<file path="config.mk">
export PLATFORM = sky130hd
export DESIGN_NAME = wave_player
export DESIGN_NICKNAME = d
export VERILOG_FILES = /design/src/rtl/wave_player.sv
export SDC_FILE = /design/constraint.sdc
export NUM_CORES = 1
export LEC_CHECK = 0
export ABC_AREA = 1
export CAP_MARGIN = 15
export CORE_MARGIN = 2
export CORE_UTILIZATION = 52
export DETAILED_ROUTE_END_ITERATION = 6
export HOLD_SLACK_MARGIN = 0.12
export PLACE_DENSITY = 0.73
export SETUP_SLACK_MARGIN = 0.1
export SLEW_MARGIN = 0
export SYNTH_ARGS = -nofsm -noshare
export SYNTH_HDL_FRONTEND = slang
export SYNTH_SLANG_ARGS = --single-unit
export TNS_END_PERCENT = 5
</file>
<file path="constraint.sdc">
create_clock -name I_CLK -period 3.53 [get_ports I_CLK]
set_input_delay 0.706 -clock I_CLK [delete_from_list [all_inputs] [get_ports I_CLK]]
set_output_delay 0.706 -clock I_CLK [all_outputs]
set_load 0.02 [all_outputs]
</file>
<file path="src/rtl/wave_player.sv">
// WAV ROM player: parses a RIFF/WAVE header, then streams PCM frames at the file's sample rate.
// States IDLE/HDR/FETCH/WAIT/DONE/ERR; define WAVE_PLAYER_HDR_CHECK_EN to enforce the RIFF/WAVE magic.
module wave_player #(
    parameter int unsigned SYSCLOCK = 40000000,
    parameter int          ADDR_W   = 28
) (
    input  logic              I_CLK,
    input  logic              I_RST,
    input  logic              I_START,
    input  logic [ADDR_W-1:0] I_BASE_ADDR,
    input  logic              I_LOOP,
    input  logic              I_PAUSE,
    output logic [ADDR_W-1:0] O_ADDR,
    output logic              O_READ,
    input  logic [7:0]        I_DATA,
    input  logic              I_READY,
    output logic [15:0]       O_PCM_L,
    output logic [15:0]       O_PCM_R,
    output logic              O_BUSY,
    output logic              O_DONE,
    output logic              O_ERR,
    output logic              O_UNDERRUN
);
    localparam int AW1 = ADDR_W + 1;

    typedef enum logic [2:0] {S_IDLE, S_HDR, S_FETCH, S_WAIT, S_DONE, S_ERR} state_t;

    state_t            state;
    logic              pending;
    logic              underrun;
    logic [ADDR_W-1:0] addr;
    logic [ADDR_W-1:0] data_start;
    logic [ADDR_W-1:0] end_addr;
    logic [5:0]        hdr_idx;
    logic [15:0]       num_ch;
    logic [15:0]       bps;
    logic [31:0]       hdr_rate;
    logic [23:0]       size_lo;
    logic [31:0]       rate;
    logic [31:0]       acc;
    logic              stereo;
    logic              wide;
    logic [2:0]        frame_bytes;
    logic [2:0]        frame_idx;
    logic [31:0]       staging;
    logic [32:0]       acc_sum;
    logic              running;
    logic              tick;
    logic              got_byte;
    logic              at_end;
    logic              hdr_bad;
    logic              magic_bad;
    logic [15:0]       next_l;
    logic [15:0]       next_r;

    assign running  = (state == S_HDR) || (state == S_FETCH) || (state == S_WAIT);
    assign acc_sum  = {1'b0, acc} + {1'b0, rate};
    assign tick     = running && (acc_sum >= 33'(SYSCLOCK));
    assign got_byte = pending && I_READY;
    // A frame that would run past end_addr is treated as end of data, dropping any partial tail.
    assign at_end   = ({1'b0, addr} + AW1'(frame_bytes)) > {1'b0, end_addr};
    assign hdr_bad  = !((num_ch == 16'd1) || (num_ch == 16'd2)) || !((bps == 16'd8) || (bps == 16'd16));

    assign O_BUSY     = running;
    assign O_DONE     = (state == S_DONE);
    assign O_ERR      = (state == S_ERR);
    assign O_UNDERRUN = underrun;

`ifdef WAVE_PLAYER_HDR_CHECK_EN
    always_comb begin
        magic_bad = 1'b0;
        case (hdr_idx)
            6'd0:    magic_bad = (I_DATA != 8'h52);
            6'd1:    magic_bad = (I_DATA != 8'h49);
            6'd2:    magic_bad = (I_DATA != 8'h46);
            6'd3:    magic_bad = (I_DATA != 8'h46);
            6'd8:    magic_bad = (I_DATA != 8'h57);
            6'd9:    magic_bad = (I_DATA != 8'h41);
            6'd10:   magic_bad = (I_DATA != 8'h56);
            6'd11:   magic_bad = (I_DATA != 8'h45);
            default: magic_bad = 1'b0;
        endcase
    end
`else
    assign magic_bad = 1'b0;
`endif

    always_comb begin
        next_l = staging[15:0];
        next_r = staging[15:0];
        case ({stereo, wide})
            2'b00: begin
                next_l = {staging[7:0] ^ 8'h80, 8'h00};
                next_r = {staging[7:0] ^ 8'h80, 8'h00};
            end
            2'b10: begin
                next_l = {staging[7:0] ^ 8'h80, 8'h00};
                next_r = {staging[15:8] ^ 8'h80, 8'h00};
            end
            2'b11:   next_r = staging[31:16];
            default: next_r = staging[15:0];
        endcase
    end

    always_ff @(posedge I_CLK) begin
        if (I_RST) begin
            state       <= S_IDLE;
            O_READ      <= 1'b0;
            O_ADDR      <= '0;
            O_PCM_L     <= '0;
            O_PCM_R     <= '0;
            pending     <= 1'b0;
            underrun    <= 1'b0;
            addr        <= '0;
            data_start  <= '0;
            end_addr    <= '0;
            hdr_idx     <= '0;
            num_ch      <= '0;
            bps         <= '0;
            hdr_rate    <= '0;
            size_lo     <= '0;
            rate        <= '0;
            acc         <= '0;
            stereo      <= 1'b0;
            wide        <= 1'b0;
            frame_bytes <= 3'd1;
            frame_idx   <= '0;
            staging     <= '0;
        end else begin
            O_READ <= 1'b0;
            if (got_byte) pending <= 1'b0;
            if (running) acc <= tick ? (acc_sum[31:0] - SYSCLOCK) : acc_sum[31:0];
            if (I_PAUSE) begin
                O_PCM_L <= '0;
                O_PCM_R <= '0;
            end
            case (state)
                S_IDLE, S_DONE, S_ERR: begin
                    if (I_START) begin
                        state    <= S_HDR;
                        addr     <= I_BASE_ADDR;
                        hdr_idx  <= '0;
                        underrun <= 1'b0;
                        acc      <= '0;
                        rate     <= '0;
                        O_PCM_L  <= '0;
                        O_PCM_R  <= '0;
                    end
                end
                S_HDR: begin
                    if (got_byte) begin
                        hdr_idx <= hdr_idx + 6'd1;
                        case (hdr_idx)
                            6'd22: num_ch[7:0]  <= I_DATA;
                            6'd23: num_ch[15:8] <= I_DATA;
                            6'd24, 6'd25, 6'd26, 6'd27: hdr_rate <= {I_DATA, hdr_rate[31:8]};
                            6'd34: bps[7:0]     <= I_DATA;
                            6'd35: bps[15:8]    <= I_DATA;
                            6'd40, 6'd41, 6'd42: size_lo <= {I_DATA, size_lo[23:8]};
                            default: ;
                        endcase
                        if (magic_bad) begin
                            state <= S_ERR;
                        end else if (hdr_idx == 6'd43) begin
                            if (hdr_bad) begin
                                state <= S_ERR;
                            end else begin
                                // Rate is committed only once the header is known good.
                                rate        <= hdr_rate;
                                data_start  <= addr;
                                end_addr    <= addr + ADDR_W'({I_DATA, size_lo});
                                stereo      <= (num_ch == 16'd2);
                                wide        <= (bps == 16'd16);
                                frame_bytes <= {(num_ch == 16'd2) && (bps == 16'd16),
                                                (num_ch == 16'd2) != (bps == 16'd16),
                                                (num_ch != 16'd2) && (bps != 16'd16)};
                                frame_idx   <= '0;
                                state       <= S_FETCH;
                            end
                        end
                    end else if (!pending && !I_PAUSE) begin
                        O_READ  <= 1'b1;
                        O_ADDR  <= addr;
                        addr    <= addr + 1'b1;
                        pending <= 1'b1;
                    end
                end
                S_FETCH: begin
                    if (tick && !I_PAUSE) underrun <= 1'b1;
                    if (got_byte) begin
                        staging[{frame_idx[1:0], 3'b000} +: 8] <= I_DATA;
                        frame_idx <= frame_idx + 3'd1;
                        if ((frame_idx + 3'd1) == frame_bytes) state <= S_WAIT;
                    end else if (!pending && !I_PAUSE) begin
                        if ((frame_idx == 3'd0) && at_end) begin
                            if (I_LOOP) begin
                                addr <= data_start;
                            end else begin
                                state   <= S_DONE;
                                O_PCM_L <= '0;
                                O_PCM_R <= '0;
                            end
                        end else begin
                            O_READ  <= 1'b1;
                            O_ADDR  <= addr;
                            addr    <= addr + 1'b1;
                            pending <= 1'b1;
                        end
                    end
                end
                S_WAIT: begin
                    if (tick && !I_PAUSE) begin
                        O_PCM_L   <= next_l;
                        O_PCM_R   <= next_r;
                        frame_idx <= '0;
                        state     <= S_FETCH;
                    end
                end
                default: state <= S_IDLE;
            endcase
        end
    end
endmodule

</file>
==> report_table.html, run 1 <==
<table>
<tr><th>Metric</th><th>Value</th></tr>
<tr><th colspan="2">Synthesis</th></tr>
<tr><td>Post-synthesis cell type count</td><td>58</td></tr>
<tr><td>Async set or reset register ratio after synthesis</td><td>0%</td></tr>
<tr><td>Top flip-flop cell by instance count after synthesis</td><td>sky130_fd_sc_hd__dfxtp_1</td></tr>
<tr><td>Nets in the synthesized netlist</td><td>3338</td></tr>
<tr><td>Register area share after synthesis</td><td>33.0%</td></tr>
<tr><td>Post-synth EDFFs</td><td>0</td></tr>
<tr><td>Area leader, netlist</td><td>sky130_fd_sc_hd__dfxtp_1</td></tr>
<tr><td>#FFs+latches synth</td><td>348</td></tr>
<tr><td>Cell types with the largest area share after synthesis</td><td>sky130_fd_sc_hd__dfxtp_1 (33%), sky130_fd_sc_hd__nand2_1 (10%), sky130_fd_sc_hd__a21oi_1 (9.9%)</td></tr>
<tr><td>Synthesized netlist cell count</td><td>3189</td></tr>
<tr><td>Area of the mapped netlist</td><td>21100 um^2</td></tr>
<tr><td>Average size of a mapped cell</td><td>6.63 um^2</td></tr>
<tr><td>Number of warning messages in the yosys log</td><td>0</td></tr>
<tr><td>Fraction of post-synthesis cell area in the top cell type by area</td><td>33.0%</td></tr>
<tr><th colspan="2">STA</th></tr>
<tr><td>Unrepaired setup endpoints after global routing</td><td>yes</td></tr>
<tr><td>Number of setup violations in the final report</td><td>93</td></tr>
<tr><td>Relative slew margins</td><td>46.0%</td></tr>
<tr><td>Final total negative setup slack</td><td>-34.05 ns</td></tr>
<tr><td>Final Hold Fails</td><td>0</td></tr>
<tr><td>Final cycle utilization of the critical path</td><td>114%</td></tr>
<tr><td>Clock skew</td><td>0.0263 ns</td></tr>
<tr><td>Fmax</td><td>0.248 GHz</td></tr>
<tr><td>Transition at the pin with the smallest max-transition slack</td><td>0.809 ns</td></tr>
<tr><td>Setup ws final</td><td>-0.496 ns</td></tr>
<tr><td>Total count of max-transition violations in the final report</td><td>0</td></tr>
<tr><td>Min cycle time layout</td><td>4.03 ns</td></tr>
<tr><th colspan="2">Routing</th></tr>
<tr><td>Iteration-0 DRC Markers</td><td>2006</td></tr>
<tr><td>Routed wirelength normalized by instance count</td><td>18.1 um</td></tr>
<tr><td>Final ANT Viol Nets</td><td>0</td></tr>
<tr><td>Number of iterations in the first detailed-routing pass</td><td>7</td></tr>
<tr><td>DR vias</td><td>22200</td></tr>
<tr><td>Number of remaining DRC errors</td><td>0</td></tr>
<tr><td>DRT Wirelength</td><td>71300 um</td></tr>
<tr><td>Number of vias per cell</td><td>5.64</td></tr>
<tr><th colspan="2">Finish</th></tr>
<tr><td>Net count reported at finish</td><td>3537</td></tr>
<tr><td>Layout cell share with drive strength beyond 1</td><td>10.8%</td></tr>
<tr><td>Area taken by multi-input logic gates</td><td>12200 um^2</td></tr>
<tr><td>Final standard cell area without fillers</td><td>25500 um^2</td></tr>
<tr><td>Area Overhead vs Synth</td><td>20.7%</td></tr>
<tr><td>Most common cell after layout, fill and taps aside</td><td>sky130_fd_sc_hd__nand2_1</td></tr>
<tr><td>Layout fillers</td><td>3629</td></tr>
<tr><td>Top library cells by usage in the layout, fill and taps aside</td><td>sky130_fd_sc_hd__nand2_1 (549), sky130_fd_sc_hd__inv_1 (467), sky130_fd_sc_hd__a21oi_1 (414)</td></tr>
<tr><td>Final Non-Filler Cells</td><td>3942</td></tr>
<tr><td>Register Area</td><td>6970 um^2</td></tr>
<tr><th colspan="2">Power and ir drop</th></tr>
<tr><td>Sw Pwr</td><td>7.43 mW</td></tr>
<tr><td>Internal</td><td>9.90 mW</td></tr>
<tr><td>VDD IR-drop max</td><td>0.000520 V</td></tr>
<tr><td>Total leakage power</td><td>11.3 nW</td></tr>
<tr><td>Share of total power in combinational logic</td><td>48.7%</td></tr>
<tr><td>Clock power share</td><td>24.1%</td></tr>
<tr><td>Switching power as a share of total power</td><td>42.9%</td></tr>
<tr><td>Total design power</td><td>17.3 mW</td></tr>
<tr><td>Sequential share of power</td><td>27.2%</td></tr>
<tr><td>Total power divided by cell area</td><td>679 nW/um^2</td></tr>
<tr><th colspan="2">Placed design</th></tr>
<tr><td>Area after detailed placement</td><td>23800 um^2</td></tr>
<tr><td>Routability Congestion</td><td>0.988</td></tr>
<tr><td>Worst slack, placed</td><td>-0.692 ns</td></tr>
<tr><td>Number of port buffers</td><td>106</td></tr>
<tr><td>DP Cell Count</td><td>3862</td></tr>
<tr><td>Detailed placement HPWL</td><td>53600 um</td></tr>
<tr><th colspan="2">Clock network</th></tr>
<tr><td>Master cell of the clock root buffer</td><td>sky130_fd_sc_hd__clkbuf_16</td></tr>
<tr><td>Clock insertion delay at the later pin of the skew report</td><td>0.56 ns</td></tr>
<tr><td>Clock Sinks</td><td>348</td></tr>
<tr><td>Clock transition at the registers of the reported paths</td><td>0.06 ns</td></tr>
<tr><td>Maximum buffer depth of the clock tree</td><td>3</td></tr>
<tr><td>TritonCTS clock tree</td><td>built</td></tr>
<tr><td>CTS Buf Count</td><td>39</td></tr>
<tr><td>Htree depth</td><td>2</td></tr>
<tr><th colspan="2">GRT</th></tr>
<tr><td>Largest net degree at the start of global routing</td><td>113</td></tr>
<tr><td>Antenna violations before repair</td><td>1</td></tr>
<tr><td>All-Layer GR Usage</td><td>33.4%</td></tr>
<tr><td>Global-route wire length before repair</td><td>112000 um</td></tr>
<tr><td>Total grt overflow</td><td>0</td></tr>
<tr><td>Number of global-route vias before repair</td><td>21100</td></tr>
<tr><th colspan="2">Floorplanning</th></tr>
<tr><td>Core Rows</td><td>73</td></tr>
<tr><td>Chip Height</td><td>206 um</td></tr>
<tr><td>Initial core utilization</td><td>53.0%</td></tr>
<tr><td>Die Footprint</td><td>42300 um^2</td></tr>
<tr><td>Top-Level Pins</td><td>107</td></tr>
<tr><td>Core region area</td><td>39900 um^2</td></tr>
<tr><td>Die X-Extent</td><td>206 um</td></tr>
<tr><th colspan="2">Setup path</th></tr>
<tr><td>Worst-case register-to-register setup slack</td><td>-0.50 ns</td></tr>
<tr><td>Crit path launch type</td><td>flip-flop</td></tr>
<tr><td>Critical Path Fanout Max</td><td>20</td></tr>
<tr><td>Category of the worst setup path capture point</td><td>flip-flop</td></tr>
<tr><td>Worst Path Required</td><td>4.02 ns</td></tr>
<tr><td>Startpoint-to-endpoint class of the critical path</td><td>flip-flop to flip-flop</td></tr>
<tr><td>CP arrival</td><td>4.51 ns</td></tr>
<tr><th colspan="2">Min path</th></tr>
<tr><td>Hold WC Path Type</td><td>flip-flop to flip-flop</td></tr>
<tr><th colspan="2">Flow run</th></tr>
<tr><td>Count of maximum capacitance violations</td><td>0</td></tr>
<tr><th colspan="2">Run status</th></tr>
<tr><td>Result of the run</td><td>finished with violations</td></tr>
<tr><td>Failing checks</td><td>negative setup slack</td></tr>
</table>
[worst paths after layout]
check	from	endpoint	cells after the start
min reg2reg	O_UNDERRUN	O_UNDERRUN	2
min	O_UNDERRUN	O_UNDERRUN	2
max reg2reg	frame_bytes[0]	O_ADDR[12]	27
max	frame_bytes[0]	O_ADDR[12]	27
[critical path: stages, from the launching register on]
cell	delay, ns
sky130_fd_sc_hd__dfxtp_2	0.35
sky130_fd_sc_hd__ha_4	0.14
sky130_fd_sc_hd__inv_2	0.03
sky130_fd_sc_hd__fa_2	0.34
sky130_fd_sc_hd__inv_2	0.06
sky130_fd_sc_hd__nand2_1	0.04
sky130_fd_sc_hd__nand2_1	0.07
sky130_fd_sc_hd__nand2_2	0.07
sky130_fd_sc_hd__nor2_4	0.13
sky130_fd_sc_hd__nand2_4	0.12
sky130_fd_sc_hd__nor3_4	0.18
sky130_fd_sc_hd__xor2_1	0.16
sky130_fd_sc_hd__inv_1	0.08
sky130_fd_sc_hd__ha_4	0.27
sky130_fd_sc_hd__nand4_1	0.16
sky130_fd_sc_hd__nor4_4	0.34
sky130_fd_sc_hd__nand3_2	0.13
sky130_fd_sc_hd__nor3_2	0.21
sky130_fd_sc_hd__nor3_2	0.06
sky130_fd_sc_hd__nand2_2	0.13
sky130_fd_sc_hd__inv_4	0.07
sky130_fd_sc_hd__nor2_4	0.08
sky130_fd_sc_hd__nand2_2	0.07
sky130_fd_sc_hd__o21ai_4	0.17
sky130_fd_sc_hd__buf_12	0.17
sky130_fd_sc_hd__buf_16	0.14
sky130_fd_sc_hd__o21ai_1	0.06
sky130_fd_sc_hd__a21oi_1	0.13
[registers in the layout, summed over array words and instances (netlist names), 6 cells and up]
name        cells
acc            32
end_addr       28
hdr_rate       32
O_PCM_L        16
bps            16
size_lo        24
O_PCM_R        16
hdr_idx         6
addr           28
staging        32
O_ADDR         28
rate           32
data_start     28
num_ch         16
[synthesized netlist by cell type (all sizes together), types with 30 or more instances]
cell and number:
xor2 79, buf 30, nor2 315, nand3 135, o21ai 337, nand2 583, inv 475, a22oi 32
nor3 52, clkbuf 100, nand4 35, dfxtp 348, ha 104, a21oi 418
[area by class of cell]
| class | instances | area share (%) |
|---|---|---|
| Sequential cell | 348 | 27.3 |
| Multi-Input combinational cell | 2234 | 47.7 |
| Inverter | 477 | 7.08 |
| Antenna cell | 1 | 0.00981 |
| Clock inverter | 17 | 0.795 |
| Tap cell | 525 | 2.58 |
| Clock buffer | 52 | 4.30 |
| Timing Repair Buffer | 288 | 10.2 |
[metrics by stage]
| step | hold slack [ns] | utilization (%) |
|---|---|---|
| global route | 0.475 | 63.9 |
| global placement | 0.439 | 59.7 |
| finish | 0.451 | 63.9 |
| floorplan | 0.430 | - |
| detailed placement | 0.446 | 59.7 |
| CTS | 0.455 | 63.4 |
[power by group through the flow]
stage               registers, mW  logic (mW)  clock network (mW)
finish                       4.72        8.44                4.17
global route                 4.76        9.20                4.37
CTS                          4.70        8.08                4.23
detailed placement           4.77        7.90                   0
global placement             4.77        7.73                   0
floorplan                    4.94        4.81                   0
[cell families (layout without fill, tap and decap cells)]
group                      after synthesis  count (layout)  share of synthesized area (%)
buffers and inverters                  607             834                           11.1
AOI/OAI and AO/OA                      875             875                           22.0
DFF                                    348             348                           33.0
adders and majority gates              107             107                           6.44
xor gates and xnor gates                93              93                           3.85
and+or+nand+nor                       1159            1159                           23.6
other                                    0               1                              0
[metal layers]
| metal | global-route usage, % | part of all wire, % | up-vias |
|---|---|---|---|
| met3 | 3.93 | 7.2 | 149 |
| met1 | 46.1 | 45 | 10300 |
| met2 | 54.4 | 45 | 881 |
| met4 | 10.5 | 2.7 | 0 |
| met5 | 0 | 0 | - |
| li1 | - | - | 10900 |
[what timing repair did]
action                                  4_1_cts  5_1_grt
resized for setup                            25       47
pin swaps                                     7        9
endpoints found under the setup margin       96      119
hold buffers                                  0        0
gates cloned                                  2        0
buffers inserted                              6        2
(Power assumes the default switching activity.)
==> run 2, diff against run 1 <==
Settings changed: CELL_PAD_IN_SITES_DETAIL_PLACEMENT from default to 1, CELL_PAD_IN_SITES_GLOBAL_PLACEMENT from default to 2, CORE_UTILIZATION 52 to 31, PLACE_DENSITY 0.73 to default, PLACE_DENSITY_LB_ADDON from default to 0.1.
==> report_table.html, run 2 (synthesized netlist as in run 1, its figures left out) <==
<table>
<tr><th>Metric</th><th>Value</th></tr>
<tr><th colspan="2">Run status</th></tr>
<tr><td>Result of the run</td><td>finished with violations</td></tr>
<tr><td>Failing checks</td><td>negative setup slack</td></tr>
<tr><th colspan="2">Setup path</th></tr>
<tr><td>Category of the worst setup path capture point</td><td>flip-flop</td></tr>
<tr><td>Source of the critical timing path</td><td>frame_bytes[0]</td></tr>
<tr><td>Largest stage delay on the critical path</td><td>0.35 ns (about the same)</td></tr>
<tr><td>Critical Path Slowest Stage Cell</td><td>sky130_fd_sc_hd__dfxtp_2</td></tr>
<tr><td>Worst-case register-to-register setup slack</td><td>-0.55 ns (-0.05 ns)</td></tr>
<tr><td>Destination of the critical timing path</td><td>O_ADDR[19]</td></tr>
<tr><td>Startpoint-to-endpoint class of the critical path</td><td>flip-flop to flip-flop</td></tr>
<tr><td>Worst Path Required</td><td>4.05 ns (+0.03 ns)</td></tr>
<tr><td>Cell depth of the worst flop-to-flop path</td><td>28 (+3.7%)</td></tr>
<tr><td>CP arrival</td><td>4.59 ns (+0.08 ns)</td></tr>
<tr><td>Crit path launch type</td><td>flip-flop</td></tr>
<tr><td>Critical Path Fanout Max</td><td>9 (-55%)</td></tr>
<tr><td>Reg2reg end</td><td>O_ADDR[19]</td></tr>
<tr><td>Worst reg2reg startpoint</td><td>frame_bytes[0]</td></tr>
<tr><th colspan="2">Placed design</th></tr>
<tr><td>Number of port buffers</td><td>106 (unchanged)</td></tr>
<tr><td>Detailed placement HPWL</td><td>67000 um (+25%)</td></tr>
<tr><td>Routability Congestion</td><td>0.923 (-6.6%)</td></tr>
<tr><th colspan="2">Routing</th></tr>
<tr><td>Number of vias per cell</td><td>5.08 (-10%)</td></tr>
<tr><td>Iteration-0 DRC Markers</td><td>969 (-52%)</td></tr>
<tr><td>Number of iterations in the first detailed-routing pass</td><td>4 (-3)</td></tr>
<tr><td>DR vias</td><td>22300 (+0.27%)</td></tr>
<tr><td>Final ANT Viol Nets</td><td>0 (unchanged)</td></tr>
<tr><td>Number of remaining DRC errors</td><td>0 (unchanged)</td></tr>
<tr><td>Routed wirelength normalized by instance count</td><td>20.0 um (+11%)</td></tr>
<tr><td>DRT Wirelength</td><td>87800 um (+23%)</td></tr>
<tr><th colspan="2">STA</th></tr>
<tr><td>Number of setup violations in the final report</td><td>96 (+3.2%)</td></tr>
<tr><td>Fmax</td><td>0.245 GHz (-1.2%)</td></tr>
<tr><td>Transition at the pin with the smallest max-transition slack</td><td>0.913 ns (+0.103 ns)</td></tr>
<tr><td>Final cycle utilization of the critical path</td><td>115% (+1.4 points)</td></tr>
<tr><td>Relative slew margins</td><td>39.0% (-7.0 points)</td></tr>
<tr><td>Min cycle time layout</td><td>4.08 ns (+0.0508 ns)</td></tr>
<tr><td>Unrepaired setup endpoints after global routing</td><td>yes</td></tr>
<tr><td>Total count of max-transition violations in the final report</td><td>0 (unchanged)</td></tr>
<tr><td>Clock skew</td><td>0.0263 ns (-0.0000245 ns)</td></tr>
<tr><td>Final total negative setup slack</td><td>-37.36 ns (-3.31 ns)</td></tr>
<tr><td>Final Hold Fails</td><td>0 (unchanged)</td></tr>
<tr><td>Setup ws final</td><td>-0.547 ns (-0.0508 ns)</td></tr>
<tr><th colspan="2">GRT</th></tr>
<tr><td>All-Layer GR Usage</td><td>24.6% (-8.8 points)</td></tr>
<tr><td>Number of global-route vias before repair</td><td>23300 (+10%)</td></tr>
<tr><td>Global-route wire length before repair</td><td>135000 um (+21%)</td></tr>
<tr><td>Antenna violations before repair</td><td>0 (-1)</td></tr>
<tr><td>Largest net degree at the start of global routing</td><td>99 (-12%)</td></tr>
<tr><td>Total grt overflow</td><td>0 (unchanged)</td></tr>
<tr><th colspan="2">Finish</th></tr>
<tr><td>Most common cell after layout, fill and taps aside</td><td>sky130_fd_sc_hd__nand2_1</td></tr>
<tr><td>Layout fillers</td><td>8416 (+130%)</td></tr>
<tr><td>Area Overhead vs Synth</td><td>28.1%</td></tr>
<tr><td>Layout cell share with drive strength beyond 1</td><td>13.8% (+3.0 points)</td></tr>
<tr><td>Top library cells by usage in the layout, fill and taps aside</td><td>sky130_fd_sc_hd__nand2_1 (549), sky130_fd_sc_hd__inv_1 (466), sky130_fd_sc_hd__a21oi_1 (411)</td></tr>
<tr><td># diodes</td><td>0 (-1)</td></tr>
<tr><td>Fraction of the core area covered by cells at the end of the flow</td><td>40.2% (-24 points)</td></tr>
<tr><td>Net count reported at finish</td><td>3635 (+2.8%)</td></tr>
<tr><th colspan="2">Clock network</th></tr>
<tr><td>CTS Buf Count</td><td>44 (+13%)</td></tr>
<tr><td>Clock insertion delay at the later pin of the skew report</td><td>0.60 ns (+0.04 ns)</td></tr>
<tr><td>Master cell of the clock root buffer</td><td>sky130_fd_sc_hd__clkbuf_16</td></tr>
<tr><td>Clock transition at the registers of the reported paths</td><td>0.06 ns (about the same)</td></tr>
<tr><td>Clock Sinks</td><td>348 (unchanged)</td></tr>
<tr><td>Maximum buffer depth of the clock tree</td><td>3 (unchanged)</td></tr>
<tr><td>Htree depth</td><td>2 (unchanged)</td></tr>
<tr><td>TritonCTS clock tree</td><td>built</td></tr>
<tr><th colspan="2">Floorplanning</th></tr>
<tr><td>Initial core utilization</td><td>31.4% (-22 points)</td></tr>
<tr><td>Die X-Extent</td><td>265 um (+29%)</td></tr>
<tr><td>Die Footprint</td><td>70300 um^2 (+66%)</td></tr>
<tr><td>Core region area</td><td>67400 um^2 (+69%)</td></tr>
<tr><td>Top-Level Pins</td><td>107 (unchanged)</td></tr>
<tr><td>Core Rows</td><td>95 (+30%)</td></tr>
<tr><td>Chip Height</td><td>265 um (+29%)</td></tr>
<tr><th colspan="2">Power and ir drop</th></tr>
<tr><td>VDD IR-drop max</td><td>0.000442 V (-15%)</td></tr>
<tr><td>Total design power</td><td>18.9 mW (+9.1%)</td></tr>
<tr><td>Total power divided by cell area</td><td>698 nW/um^2 (+2.8%)</td></tr>
<tr><td>Total leakage power</td><td>11.9 nW (+5.3%)</td></tr>
<tr><th colspan="2">Flow run</th></tr>
<tr><td>Count of maximum capacitance violations</td><td>0 (unchanged)</td></tr>
<tr><th colspan="2">Min path</th></tr>
<tr><td>Hold WC Path Type</td><td>flip-flop to flip-flop</td></tr>
</table>
[run 2: changes by cell type in the layout (fill, tap and decap cells not counted), moves of 5 or more]
cell / change
sky130_fd_sc_hd__ha_4: +6
sky130_fd_sc_hd__clkbuf_8: +5
sky130_fd_sc_hd__o21ai_1: +16
sky130_fd_sc_hd__clkbuf_16: +7
sky130_fd_sc_hd__o21ai_0: -17
sky130_fd_sc_hd__buf_4: +86
sky130_fd_sc_hd__ha_1: -6
[run 2: routing by layer]
metal,vias to the layer above,part of all wire (%),routed length (um),global-route usage [%]
met4,0,3.8,3310,8.41
met3,133,3.3,2890,3.15
met2,350,47,41500,42.0
li1,11100,-,-,-
met1,10800,46,40000,32.0
met5,-,0,0,0
[run 2: where the power goes]
part / switching, mW / internal (mW)
clock network: 1.93 / 2.81
registers: 0.398 / 4.39
logic: 5.87 / 3.50
[run 2: what timing repair did]
| action | CTS | global route |
|---|---|---|
| cloned | 2 | 4 |
| hold buffers | 0 | 0 |
| resized for setup | 76 | 37 |
| setup endpoints to repair | 119 | 119 |
| pin swaps | 14 | 14 |
| setup buffers | 9 | 6 |
[run 2: worst min-delay path by stage]
stage                       from          end  cells after the start
floorplan            staging[17]  staging[17]                      2
finish                O_UNDERRUN   O_UNDERRUN                      2
CTS                  staging[31]  staging[31]                      2
detailed placement  hdr_rate[13]  hdr_rate[5]                      2
global placement     staging[30]  staging[30]                      2
global route         staging[18]  staging[18]                      2
[run 2: cell type report]
class | instances | area (um^2) | share of cell area [%]
Clock buffer | 60 | 1260 | 4.66
Clock inverter | 17 | 256 | 0.948
Inverter | 477 | 1800 | 6.66
Multi-Input combinational cell | 2235 | 12300 | 45.4
Sequential cell | 348 | 6970 | 25.8
Tap cell | 873 | 1090 | 4.04
Timing Repair Buffer | 380 | 3380 | 12.5
[run 2: metrics by stage]
stage | std cells | setup WS (ns) | hold WS, ns | instance area, um^2
6_report | 4390 | -0.547 | 0.459 | 27100
5_1_grt | 4390 | -0.785 | 0.476 | 27100
4_1_cts | 4380 | -0.483 | 0.461 | 26700
3_5_place_dp | 4293 | -0.859 | 0.452 | 24900
3_3_place_gp | 4293 | -0.682 | 0.440 | 24900
2_1_floorplan | 3189 | -0.0325 | 0.430 | 21300
[run 2: critical path, delay by kind of cell, from the launching register on]
family / cells / cell delay [ns]
AO/OA/AOI/OAI: 5 / 0.83
buffers and inverters: 7 / 0.83
flip-flops: 1 / 0.35
AND/OR/NAND/NOR: 12 / 1.07
XOR/XNOR: 1 / 0.14
adder cells (fa/ha/maj): 3 / 0.79
==> run 3, diff against run 2 <==
Settings changed: SLEW_MARGIN 0 to 20.
==> results of run 3 <==
Same layout as run 2: the final DEF is identical, and so are final timing and power.
